**config.mk**
```make
export PLATFORM = sky130hd
export DESIGN_NAME = car_motion_ctl
export DESIGN_NICKNAME = d
export VERILOG_FILES = /design/src/rtl/car_motion_ctl.sv
export SDC_FILE = /design/constraint.sdc
export NUM_CORES = 1
export LEC_CHECK = 0
export ABC_AREA = 1
export BUFFER_PORTS_ARGS = -buffer_cell sky130_fd_sc_hd__buf_2
export CAP_MARGIN = 15
export CORE_MARGIN = 8
export CORE_UTILIZATION = 30
export CTS_BUF_LIST = sky130_fd_sc_hd__clkbuf_4 sky130_fd_sc_hd__clkbuf_8
export DETAILED_ROUTE_END_ITERATION = 8
export PLACE_DENSITY = 0.52
export SYNTH_ARGS = -nofsm -noshare
export SYNTH_HDL_FRONTEND = slang
export SYNTH_SLANG_ARGS = --single-unit
```
**constraint.sdc**
```tcl
create_clock -name pclk -period 2.33 [get_ports pclk]
set_clock_uncertainty 0.1 [all_clocks]
set_input_delay 0.233 -clock pclk [delete_from_list [all_inputs] [get_ports pclk]]
set_output_delay 0.233 -clock pclk [all_outputs]
set_load 0.005 [all_outputs]
```
**src/rtl/car_motion_ctl.sv**
```systemverilog
// Player car kinematics: once per video frame (vblnk rising edge) updates speed,
// drive state, lap counter and the car sprite's top-left screen position.
module car_motion_ctl #(
    parameter int SCREEN_W   = 1024,
    parameter int SCREEN_H   = 768,
    parameter int CAR_W      = 64,
    parameter int CAR_H      = 64,
    parameter int X_INIT     = 480,
    parameter int Y_INIT     = 600,
    parameter int MAX_SPEED  = 8,
    parameter int ACCEL_DIV  = 4,
    parameter int STEER_STEP = 4
) (
    input  logic        pclk,
    input  logic        rst,
    input  logic        vblnk,
    input  logic        enable,
    input  logic        key_up,
    input  logic        key_down,
    input  logic        key_left,
    input  logic        key_right,
    output logic [10:0] xpos,
    output logic [10:0] ypos,
    output logic [3:0]  speed,
    output logic [7:0]  lap_count,
    output logic [2:0]  drive_state,
    output logic        frame_tick
);

    localparam logic [10:0] X_MAX    = 11'(SCREEN_W - CAR_W);
    localparam logic [10:0] Y_SPAN   = 11'(SCREEN_H - CAR_H);
    localparam logic [10:0] X_RST    = 11'(X_INIT);
    localparam logic [10:0] Y_RST    = 11'(Y_INIT);
    localparam logic [10:0] STEP     = 11'(STEER_STEP);
    localparam logic [3:0]  SPD_MAX  = 4'(MAX_SPEED);
    localparam logic [3:0]  DIV_LAST = 4'(ACCEL_DIV - 1);

    typedef enum logic [2:0] {
        ST_IDLE   = 3'd0,
        ST_ACCEL  = 3'd1,
        ST_CRUISE = 3'd2,
        ST_COAST  = 3'd3,
        ST_BRAKE  = 3'd4
    } drive_t;

    // Which pedal class the driver is applying; a change restarts the divider.
    typedef enum logic [1:0] {
        KEY_NONE = 2'd0,
        KEY_THR  = 2'd1,
        KEY_BRK  = 2'd2
    } key_cls_t;

    function automatic logic [3:0] spd_sub_sat(input logic [3:0] s, input logic [3:0] d);
        return (s >= d) ? s - d : 4'd0;
    endfunction

    function automatic logic [3:0] spd_inc_sat(input logic [3:0] s);
        return (s >= SPD_MAX) ? SPD_MAX : s + 4'd1;
    endfunction

    function automatic logic [10:0] x_left_sat(input logic [10:0] x);
        return (x >= STEP) ? x - STEP : 11'd0;
    endfunction

    function automatic logic [10:0] x_right_sat(input logic [10:0] x);
        return (x >= X_MAX - STEP) ? X_MAX : x + STEP;
    endfunction

    logic [10:0] r_xpos;
    logic [10:0] r_ypos;
    logic [3:0]  r_speed;
    logic [7:0]  r_lap;
    drive_t      r_state;
    logic [3:0]  r_div;
    key_cls_t    r_cls;
    logic        r_vblnk_d;
    logic        r_frame_tick;

    logic        w_tick;
    key_cls_t    w_cls;
    logic [3:0]  w_div_eff;
    logic        w_div_hit;
    logic [3:0]  w_speed_nxt;
    logic [3:0]  w_div_nxt;
    drive_t      w_state_nxt;
    logic [10:0] w_speed_ext;
    logic        w_y_wrap;
    logic [10:0] w_ypos_nxt;
    logic [7:0]  w_lap_nxt;
    logic [10:0] w_xpos_nxt;

    assign w_tick = vblnk & ~r_vblnk_d;

    // Speed, divider and drive-state update for the current key class.
    always_comb begin
        w_cls       = key_down ? KEY_BRK : (key_up ? KEY_THR : KEY_NONE);
        w_div_eff   = (w_cls == r_cls) ? r_div : 4'd0;
        w_div_hit   = (w_div_eff == DIV_LAST);
        w_speed_nxt = r_speed;
        w_div_nxt   = 4'd0;
        w_state_nxt = ST_IDLE;
        case (w_cls)
            KEY_BRK: begin
                w_speed_nxt = spd_sub_sat(r_speed, 4'd2);
                w_state_nxt = (w_speed_nxt == 4'd0) ? ST_IDLE : ST_BRAKE;
            end
            KEY_THR: begin
                if (w_div_hit) begin
                    w_speed_nxt = spd_inc_sat(r_speed);
                end else begin
                    w_div_nxt = w_div_eff + 4'd1;
                end
                w_state_nxt = (w_speed_nxt == SPD_MAX) ? ST_CRUISE : ST_ACCEL;
            end
            default: begin
                if (w_div_hit) begin
                    w_speed_nxt = spd_sub_sat(r_speed, 4'd1);
                end else begin
                    w_div_nxt = w_div_eff + 4'd1;
                end
                w_state_nxt = (w_speed_nxt != 4'd0) ? ST_COAST : ST_IDLE;
            end
        endcase
    end

    // Position moves by the speed held before this frame's speed update.
    always_comb begin
        w_speed_ext = {7'd0, r_speed};
        w_y_wrap    = (r_ypos < w_speed_ext);
        w_ypos_nxt  = w_y_wrap ? r_ypos + Y_SPAN - w_speed_ext : r_ypos - w_speed_ext;
        w_lap_nxt   = w_y_wrap ? r_lap + 8'd1 : r_lap;
        w_xpos_nxt  = r_xpos;
        if (r_speed != 4'd0) begin
            if (key_left && !key_right) begin
                w_xpos_nxt = x_left_sat(r_xpos);
            end else if (key_right && !key_left) begin
                w_xpos_nxt = x_right_sat(r_xpos);
            end
        end
    end

    // Frame-rate state machine; disable forces a stop every cycle, reset wins over all.
    always_ff @(posedge pclk) begin
        if (rst) begin
            r_xpos       <= X_RST;
            r_ypos       <= Y_RST;
            r_speed      <= 4'd0;
            r_lap        <= 8'd0;
            r_state      <= ST_IDLE;
            r_div        <= 4'd0;
            r_cls        <= KEY_NONE;
            r_vblnk_d    <= 1'b1;
            r_frame_tick <= 1'b0;
        end else begin
            r_vblnk_d    <= vblnk;
            r_frame_tick <= enable & w_tick;
            if (!enable) begin
                r_speed <= 4'd0;
                r_div   <= 4'd0;
                r_state <= ST_IDLE;
            end else if (w_tick) begin
                r_speed <= w_speed_nxt;
                r_div   <= w_div_nxt;
                r_state <= w_state_nxt;
                r_cls   <= w_cls;
                r_xpos  <= w_xpos_nxt;
                r_ypos  <= w_ypos_nxt;
                r_lap   <= w_lap_nxt;
            end
        end
    end

    assign xpos        = r_xpos;
    assign ypos        = r_ypos;
    assign speed       = r_speed;
    assign lap_count   = r_lap;
    assign drive_state = r_state;
    assign frame_tick  = r_frame_tick;

endmodule

```
* Word-level counts from Yosys, hierarchy flattened
Index checks and enable logic that the tools add are counted.
Widths: inputs -> output; s select.
** Storage, ports and cells
- Register bits :: 45
- Input bits :: 8
- Output and inout bits :: 38
- Logic and storage cells :: 69
** Cells by class
- $add $sub $neg :: 10
- Magnitude comparators :: 6
- Equality and inequality tests :: 5
- Mux-type cells :: 22
- Bitwise gates (word level) :: 4
- Reductions and logical operators :: 13
** Operators with widths (number)
- $mux 11 :: 5
- $mux 4 :: 10
- $sub 11x4->11 :: 2
- $add 11x10->11 const B :: 1
- $add 11x3->11 const B :: 1
- $ge 11x10->1 const B :: 1
- $ge 11x3->1 const B :: 1
- $lt 11x4->1 :: 1
- $sub 11x3->11 const B :: 1
- $add 4x1->4 const B :: 2
- $add 8x1->8 const B :: 1
- $pmux 4 s2 :: 1
- $reduce_bool 4->1 :: 2
- $mux 2 :: 3
- $pmux 3 s2 :: 1
- $eq 4x2->1 const B :: 1
- $eq 4x4->1 const B :: 1
- $ge 4x1->1 const B :: 1
- $ge 4x2->1 const B :: 1
- $ge 4x4->1 const B :: 1
- $logic_not 4->1 :: 1
- $reduce_and 4->1 :: 1
- $reduce_or 2->1 :: 2
- $sub 4x1->4 const B :: 1
- other kinds (13) :: 17

* Longest topological paths before layout
Gate-level depths: netlist (run 1).
- Depth after elaboration :: 10
- Mapped depth :: 19

* Least setup slack after synthesis (run 1)
OpenSTA, ideal clock, no wires.
- Path type :: register -> register
- Start point :: register r_speed[2] (netlist: speed[2])
- End point :: register r_ypos[7] (netlist: ypos[7])
- Setup time :: 124 ps
- Data arrival time :: 2259 ps
- Data required time :: 2106 ps
- Setup slack :: -153 ps
- Cell stages (with the launch flop) :: 13
- Path buffers :: 0
- Period minus slack after synthesis :: 2483 ps
- Cell sequence :: dfxtp_1 -> inv_1 -> ha_1 -> inv_1 -> fa_1 -> inv_1 -> nand3_1 -> a21oi_1 -> o21ai_0 -> nand2_1 -> a21boi_0 -> o21ai_0 -> a21oi_1
** Between the ends
- Cells in the longest elaborated chain, start to end :: 2
- Elaborated cells between the ends (all ways) :: 4
- Classes of those cells :: add/sub: 2; order compare: 1; mux: 1
** Ends and longest elaborated chain
- start, declared :: line 71 : logic [3:0] r_speed;
- start signal, assigned :: line 162 : r_speed <= w_speed_nxt;
- $sub 11x4->11 or $lt 11x4->1 (tied branches) :: line 130, 129
- $mux 11 * :: line 130 : w_ypos_nxt = w_y_wrap ? r_ypos + Y_SPAN - w_speed_ext : r_ypos - w_speed_ext;
- end signal, assigned :: line 167 : r_ypos <= w_ypos_nxt;
- end, declared :: line 70 : logic [10:0] r_ypos;
Mark *: on every way between the ends. The rest lies on a longest branch, timed or not.
A chain may end at the register's enable or synchronous reset.

* Final worst setup path (run 1)
- Start point :: register r_speed[1] (netlist: speed[1])
- End point :: register r_ypos[7] (netlist: ypos[7])
The elaborated chain is that of the path after synthesis.

==> flow_summary.toml, run 1 <==
[outcome]
status = "finished clean"

[critical_path]
reg2regPathDepth = 13
crit_type = "reg -> reg"
crit_slowest_cell = "fa_1"
cp.required_ns = 2.42
cpMostUsedCell = "inv_1"
cp_max_fo = 2
crit_path_end_kind = "register"
crit_start = "speed[1]"
path_cells = "inv_2 -> ha_1 -> ha_2 -> inv_1 -> fa_1 -> inv_1 -> nand3_1 -> a21oi_2 -> o21ai_2 -> nand2_1 -> a21boi_1 -> o21ai_1 -> a21oi_1"
r2r_setup_slack_ns = 0.13
cp-start-kind = "register"
critPathCapture = "ypos[7]"
cp.arrival_ns = 2.30
reg2reg_to = "ypos[7]"
cpPeakStageDelay_ns = 0.38
rr_startpoint = "speed[1]"

[synth]
syn_area_mm2 = 0.00350
yosysSeqAreaShare_pct = 24.6
synth_edf_count = 0
synth_async_sr_flop_share_pct = 0
synth_top_area_share_pct = 24.6
avgSynthCellArea_um2 = 6.80
yosysWarningCount = 0
postSynthCellCount = 514
ys.flop_type = "dfxtp_1"
synth_area_leaders = "dfxtp_1, ha_1, nand2_1"
synth_top_area_cell = "dfxtp_1"
ys_ff_latch = 43
synth.distinct_cells = 44

[floorplanning]
die_h_um = 124
start_util_pct = 30.6
core_area_mm2 = 0.0114
die_w_um = 124
rows = 39
dieArea_mm2 = 0.0154
num_io_pins = 46

[cts]
clk_path_buf_depth = 2
h-tree-depth = 2
cts_buffers = 5
clk_pin_slew_ns = 0.09
cts_hold_buffers = 0
cts_tree = "yes"
clkSinkCount = 43
cts_root_buf = "clkbuf_8"
clock_latency_ns = 0.30

[timing]
layout_min_cycle_time_ns = 2.21
hold_viol = 0
setup_viol = 0
setup_tns_ns = 0
fin_crit_sh_pct = 94.6
maxSlewViolCount = 0
clock.fmax_mhz = 454
rsz0062_at_grt = "true"

[power]
ir_worst_vdd_v = 0.000177
intPower_mw = 1.07
power_density_mw_per_mm2 = 366
power_mw = 1.51
p_leak_nw = 2.00
combinationalPowerShare_pct = 17.4
p_sw_mw = 0.445
seqPwrFrac_pct = 49.8
swShare_pct = 29.4
power.share.clock_pct = 32.8

[placement]
dpl.hpwl_mm = 7.09
gp_congestion = 0.854
postPlaceCellArea_mm2 = 0.00399
io_buffers = 43

[global_routing]
antenna_found_initial = 0
grt_pass1_wl_mm = 15.1
grt_overflow_total = 0
grt.total_usage_pct = 12.1
grt_pass1_vias = 3086
grt_max_degree = 19

[layout]
drive_above_1_share_pct = 20.8
num-fill-cells = 1249
finalInstanceArea_mm2 = 0.00413
postLayoutCoreUtil_pct = 36.2
area_growth_pct = 18.2
diodes = 0
finalNetCount = 620

[drt]
wl_per_cell_um = 12.8
drt_pass1_iterations = 4
ant_nets = 0
via_per_inst = 4.66
wirelength_mm = 9.19
drt_iter0_drc = 173
dr_total_vias = 3357
drc = 0

[hold_path]
hold_class = "in -> reg"

[job]
max-cap-violations = 0
==> worst max-delay path, delay by kind of cell, from the launching register on <==
kind                       cells  cell delay, ns
and+or+nand+nor                2            0.16
AOI/OAI and AO/OA              5            0.50
adders and majority gates      3            0.84
DFF                            1            0.34
buffers and inverters          3            0.17
==> state kept, by name, summed over array words and instances (netlist names) <==
name,count
ypos,11
lap_count,8
xpos,9
frame_tick,1
speed,4
drive_state,3
r_cls,2
r_div,4
r_vblnk_d,1
==> per-stage QoR <==
stage | hold WS, ns | setup slack [ns] | cells
floorplan | 0.261 | 0.0174 | 515
global placement | 0.356 | 0.0338 | 709
detailed placement | 0.358 | -0.00571 | 709
CTS | 0.0493 | 0.00407 | 717
global route | 0.0590 | -0.0376 | 720
finish | 0.0603 | 0.125 | 720
==> layout by cell type, fill, tap and decap left out, types with 2 or more instances in the layout <==
master	netlist	final
o21ai_1	1	3
nand3b_1	3	3
fa_1	4	3
nor2_2	2	4
o221ai_1	2	2
nand2_1	106	105
a21oi_1	43	41
xor2_1	15	15
buf_4	3	27
ha_2	0	3
a21oi_2	0	2
nor2_4	2	2
or2_2	2	2
xnor2_1	5	5
nand3_2	2	2
buf_2	3	43
clkbuf_8	0	5
dfxtp_1	43	40
o22ai_1	2	2
ha_1	32	28
nand2_4	2	2
dfxtp_2	0	3
a31oi_1	3	3
nand2_2	4	5
nand3_1	38	38
nor3_1	4	4
inv_2	4	8
conb_1	1	2
inv_1	73	69
o211ai_1	6	6
nor2_1	43	41
nand4_1	10	10
o21ai_0	32	29
a21boi_1	1	2
==> cells by family (layout without fill, tap and decap cells) <==
family          count (synthesis)  in the layout  synth area share, %
buf+inv                        95            157                 11.3
simple gates                  222            222                 29.3
fa+ha+maj                      36             36                 13.7
other cells                     1              2                0.107
xor+xnor                       21             21                 5.47
compound gates                 96             96                 15.5
flops                          43             43                 24.6
==> power groups by stage <==
stage | clock network [mW] | registers, mW | logic [mW]
2_1_floorplan | 0 | 0.773 | 0.175
3_3_place_gp | 0 | 0.772 | 0.252
3_5_place_dp | 0 | 0.772 | 0.253
4_1_cts | 0.528 | 0.755 | 0.256
5_1_grt | 0.547 | 0.757 | 0.295
6_report | 0.497 | 0.755 | 0.263
==> synthesized netlist by cell type, types with 5 or more instances <==
cell type / number
nand2_1: 106
inv_1: 73
a21oi_1: 43
dfxtp_1: 43
nor2_1: 43
nand3_1: 38
ha_1: 32
o21ai_0: 32
xor2_1: 15
nand4_1: 10
clkbuf_1: 7
o211ai_1: 6
xnor2_1: 5
==> worst min-delay path by stage <==
stage / startpoint / to / slack [ns] / cells past startpoint
6_report: vblnk / r_vblnk_d / 0.06 / 3
5_1_grt: vblnk / r_vblnk_d / 0.06 / 3
4_1_cts: vblnk / r_vblnk_d / 0.05 / 3
3_5_place_dp: drive_state[2] / drive_state[2] / 0.36 / 2
3_3_place_gp: lap_count[4] / lap_count[4] / 0.36 / 2
2_1_floorplan: vblnk / r_vblnk_d / 0.26 / 2
==> per-layer routing <==
layer / track usage (%) / up-vias / part of all wire (%)
met1: 16.6 / 1511 / 49
met2: 19.1 / 60 / 44
met3: 2.27 / 6 / 5.3
met5: 0 / - / 0
li1: - / 1780 / -
met4: 2.90 / 0 / 0.93
==> final cells by class <==
class,instances,area (um^2),area share (%)
inverters,79,299,7.23
multi-input cells,377,2280,55.3
clock buffers,6,76.3,1.85
flip-flops and latches,43,865,20.9
well taps,143,179,4.33
clock inverters,2,12.5,0.303
repair buffers,70,418,10.1
==> timing repair <==
action,4_1_cts,5_1_grt
resized for setup,1,17
buffers inserted,0,3
endpoints found under the hold margin,0,0
setup endpoints to repair,1,13
gates cloned,0,0
pin swaps,0,5
(Power assumes the default switching activity.)
==> run 2, diff against run 1 <==
==> constraint.sdc (replaced) <==
create_clock -name pclk -period 2.33 [get_ports pclk]
set_clock_uncertainty 0.1 [all_clocks]
set_input_delay 0.233 -clock pclk [delete_from_list [all_inputs] [get_ports pclk]]
set_output_delay 0.233 -clock pclk [all_outputs]
set_load 0.01 [all_outputs]
==> run 2 against run 1 <==
Clock power about the same. Critical endpoint is now ypos[6]. Core utilization down 0.077 points. Non-clock buffer count down 3. Largest power group unchanged. Largest cell class unchanged.
==> flow_summary.toml, run 2 (synthesis results as in run 1) <==
[outcome]
status = "finished clean"

[critical_path]
crit_slowest_cell = "fa_2"
cp-start-kind = "register"
crit_type = "reg -> reg"
path_cells = "inv_2 -> ha_4 -> fa_2 -> inv_1 -> nor2_1 -> nand2_1 -> nand2_2 -> a21oi_1 -> or2_2 -> a21oi_1 -> a21oi_1 -> o21ai_0"
cp.arrival_ns = 2.32
crit_path_end_kind = "register"
cpMostUsedCell = "a21oi_1"
cpPeakStageDelay_ns = 0.54
r2r_setup_slack_ns = 0.14
cp_max_fo = 3
cp.required_ns = 2.46

[drt]
dr_total_vias = 3376
drt_iter0_drc = 185
wirelength_mm = 9.23
drt_pass1_iterations = 6
ant_nets = 0
via_per_inst = 4.72
drc = 0
wl_per_cell_um = 12.9

[floorplanning]
die_w_um = 124
die_h_um = 124
rows = 39
start_util_pct = 30.6
num_io_pins = 46
core_area_mm2 = 0.0114
dieArea_mm2 = 0.0154

[global_routing]
antenna_found_initial = 0
grt_max_degree = 16
grt_overflow_total = 0
grt_pass1_wl_mm = 15.3
grt_pass1_vias = 3077
grt.total_usage_pct = 12.2

[placement]
gp_congestion = 0.883
dpl.hpwl_mm = 7.09
postPlaceCellArea_mm2 = 0.00398
io_buffers = 43
dp_cells = 706

[timing]
clock.fmax_mhz = 457
fin_crit_sh_pct = 93.8
rsz0062_at_grt = "false"
maxSlewViolCount = 0
hold_viol = 0
layout_min_cycle_time_ns = 2.19
setup_tns_ns = 0
setup_viol = 0

[power]
ir_worst_vdd_v = 0.000191
p_leak_nw = 2.00
power_mw = 1.51
power_density_mw_per_mm2 = 367

[cts]
clk_pin_slew_ns = 0.09
h-tree-depth = 2
clkSinkCount = 43
cts_buffers = 5
cts_root_buf = "clkbuf_8"
cts_hold_buffers = 0
cts_tree = "yes"
clock_latency_ns = 0.29
clk_path_buf_depth = 2

[layout]
drive_above_1_share_pct = 20.4
area_growth_pct = 18.0
largest_reg_flops = 11
finalNetCount = 617
multi_input_area_mm2 = 0.00228
stdcell_count = 716
finalInstanceArea_mm2 = 0.00413
layout_commonest_cell = "nand2_1"
layout_common_cells = "nand2_1, inv_1, buf_2"
num-fill-cells = 1253
seqCellArea_um2 = 867
diodes = 0
postLayoutCoreUtil_pct = 36.1

[hold_path]
hold_class = "in -> reg"

[job]
max-cap-violations = 0
## run 2: changes by cell type in the layout (fill, tap and decap cells not counted), sizes merged
cell,delta
buf,-3
clkinvlp,-1
## run 2: worst paths after layout
path,startpoint,endpoint,depth (start not counted)
hold reg to reg,drive_state[2],drive_state[2],2
setup reg to reg,speed[2],ypos[6],12
hold / removal,vblnk,r_vblnk_d,3
setup / recovery,speed[2],ypos[6],12
## run 2: critical path: cells and delay by family (launching register included)
family	cells	cell delay, ns
compound gates	4	0.37
simple gates	4	0.49
fa+ha+maj	2	0.70
flops	1	0.35
buf+inv	2	0.10
## run 2: layer usage
layer  up-vias  global-route usage (%)  wire [um]  share of wire (%)
met5         -                       0          0                  0
met4         0                    2.68         78               0.85
met3         6                    2.18        434                4.7
met2        59                    19.1       4140                 45
met1      1533                    17.2       4570                 50
li1       1778                       -          -                  -
## run 2: per-stage QoR
step | hold WS (ns) | worst slack, ns
floorplan | 0.261 | 0.0000113
global placement | 0.354 | 0.0252
detailed placement | 0.360 | 0.0125
CTS | 0.0461 | 0.00924
global route | 0.0678 | 0.0110
finish | 0.0548 | 0.144
## run 2: where the power goes
group	leakage [nW]	switching [mW]	internal, mW
registers	0.350	0.0100	0.745
clock network	0.0470	0.264	0.233
logic	1.60	0.162	0.0987
## run 2: area by class of cell
type | instances | share of cell area (%)
well taps | 143 | 4.34
multi-input cells | 377 | 55.4
flip-flops and latches | 43 | 21.0
clock buffers | 6 | 2.00
clock inverters | 1 | 0.121
repair buffers | 67 | 9.89
inverters | 79 | 7.25
## run 2: what timing repair did
item | CTS | global route
resized for setup | 1 | 17
endpoints found under the setup margin | 1 | 9
pin swaps | 0 | 4
setup buffers | 0 | 3
==> run 3, diff against run 2 <==
--- a/config.mk
+++ b/config.mk
@@ -13,6 +13,7 @@
 export CTS_BUF_LIST = sky130_fd_sc_hd__clkbuf_4 sky130_fd_sc_hd__clkbuf_8
 export DETAILED_ROUTE_END_ITERATION = 8
 export PLACE_DENSITY = 0.52
+export REMOVE_ABC_BUFFERS = 1
 export SYNTH_ARGS = -nofsm -noshare
 export SYNTH_HDL_FRONTEND = slang
 export SYNTH_SLANG_ARGS = --single-unit
==> run 3 against run 2 <==
Fmax fell by 1.9%. Via count grew 1.8%. Wire length fell by 0.90%. Register-to-register slack worse by 0.04 ns. Critical path depth up 1. Power up 1.1%. Sequential share of layout area shrank 0.36 points. Sequential cell count did not move. Count of clock-buffer cells in the layout rose by 1. Non-clock buffer count rose by 5. Core utilization grew 0.64 points.
==> flow_summary.toml, run 3 (synthesis results as in run 1) <==
[power]
p_sw_mw = 0.444
combinationalPowerShare_pct = 17.9
p_leak_nw = 2.04
ir_worst_vdd_v = 0.000190
power_mw = 1.53
intPower_mw = 1.09
swShare_pct = 29.0
power.share.clock_pct = 32.7
power_density_mw_per_mm2 = 365
seqPwrFrac_pct = 49.4

[job]
max-cap-violations = 0

[placement]
dpl.hpwl_mm = 7.05
gp_congestion = 0.875
dp_cells = 708
io_buffers = 43

[outcome]
status = "finished clean"

[floorplanning]
dieArea_mm2 = 0.0154
core_area_mm2 = 0.0114
rows = 39
start_util_pct = 30.6
die_h_um = 124
die_w_um = 124
num_io_pins = 46

[cts]
clk_pin_slew_ns = 0.09
clkSinkCount = 43
h-tree-depth = 2
clk_path_buf_depth = 2
clock_latency_ns = 0.30
cts_buffers = 5
cts_tree = "yes"
cts_root_buf = "clkbuf_8"

[global_routing]
grt.total_usage_pct = 12.2
grt_max_degree = 16
antenna_found_initial = 0
grt_pass1_vias = 3282
grt_overflow_total = 0
grt_pass1_wl_mm = 15.2

[timing]
maxSlewViolCount = 0
setup_viol = 0
clock.fmax_mhz = 449
fin_crit_sh_pct = 95.7
hold_viol = 0
layout_min_cycle_time_ns = 2.23

[hold_path]
worstHoldPathCells = 3
min_to = "r_vblnk_d"
hp-start = "vblnk"
hold_class = "in -> reg"

[drt]
via_per_inst = 4.76
drt_pass1_iterations = 4
drt_iter0_drc = 222
wl_per_cell_um = 12.7
dr_total_vias = 3438
wirelength_mm = 9.14
drc = 0
ant_nets = 0

[critical_path]
cpPeakStageDelay_ns = 0.35
cp_max_fo = 2
r2r_setup_slack_ns = 0.10
crit_path_end_kind = "register"
path_cells = "inv_1 -> ha_2 -> ha_2 -> inv_1 -> fa_2 -> inv_2 -> nand3_2 -> a21oi_2 -> o21ai_1 -> nand2_1 -> a21boi_0 -> o21ai_1 -> a21oi_1"
crit_buf_inv = 3
cp.required_ns = 2.42
rr_startpoint = "speed[1]"
cp_top_family = "adder cells"
cp.arrival_ns = 2.32
reg2regPathDepth = 13
reg2reg_to = "ypos[7]"
crit_type = "reg -> reg"
crit_slowest_cell = "fa_2"
cp-start-kind = "register"

[layout]
drive_above_1_share_pct = 21.8
layout_commonest_cell = "nand2_1"
layout_common_cells = "nand2_1, inv_1, nor2_1, buf_2, dfxtp_1"
largest_reg_flops = 11
area_growth_pct = 20.0
finalNetCount = 622
diodes = 0
stdcell_count = 722
run 3: cell types whose count changed in the layout (fill, tap and decap cells not counted), sizes merged:
| cell | previous run | this run |
|---|---|---|
| clkbuf | 6 | 7 |
| buf | 67 | 72 |
run 3: timing repair:
| action | 4_1_cts | 5_1_grt |
|---|---|---|
| hold buffers | 0 | 0 |
| pin swaps | 1 | 10 |
| resized for setup | 3 | 29 |
| endpoints found under the setup margin | 2 | 10 |
| setup buffers | 1 | 5 |
run 3: how the worst max path moves through the flow:
stage | startpoint | endpoint | cells after the start
global placement | speed[1] | ypos[7] | 13
finish | speed[1] | ypos[7] | 13
CTS | speed[2] | ypos[6] | 12
global route | speed[1] | ypos[7] | 13
detailed placement | speed[1] | ypos[7] | 13
floorplan | speed[2] | ypos[7] | 12
run 3: tightest hold or removal path, stage by stage:
cell and delay (ns):
buf_2 0.07, inv_1 0.06, nand2_1 0.06
run 3: area by class of cell:
| class | instances | area (um^2) |
|---|---|---|
| Sequential cell | 43 | 867 |
| Clock buffer | 7 | 83.8 |
| Timing Repair Buffer | 72 | 445 |
| Clock inverter | 1 | 5.00 |
| Tap cell | 143 | 179 |
| Inverter | 79 | 304 |
| Fill cell | 1251 | 7220 |
| Multi-Input combinational cell | 377 | 2310 |
run 3: per-stage QoR:
step	area [um^2]	worst slack, ns	util, %	setup TNS [ns]	hold WS (ns)
2_1_floorplan	3400	-0.201	-	-0.690	0.202
3_3_place_gp	3980	-0.000413	34.9	-0.000413	0.354
3_5_place_dp	3980	-0.0411	34.9	-0.0411	0.360
4_1_cts	4080	0.0184	35.8	0	0.0420
5_1_grt	4200	-0.0170	36.8	-0.0170	0.0504
6_report	4200	0.101	36.8	0	0.0530
run 3: power by group through the flow:
stage	sequential [mW]	combinational (mW)	clock (mW)
6_report	0.755	0.275	0.500
3_3_place_gp	0.772	0.254	0
2_1_floorplan	0.778	0.162	0
3_5_place_dp	0.772	0.254	0
4_1_cts	0.755	0.259	0.536
5_1_grt	0.757	0.311	0.558
run 3: layer usage:
metal	up-vias	wire length [um]	GRT usage, %
met4	0	183	3.87
met5	-	0	0
met1	1572	4170	15.0
li1	1789	-	-
met3	12	479	2.13
met2	65	4310	21.2
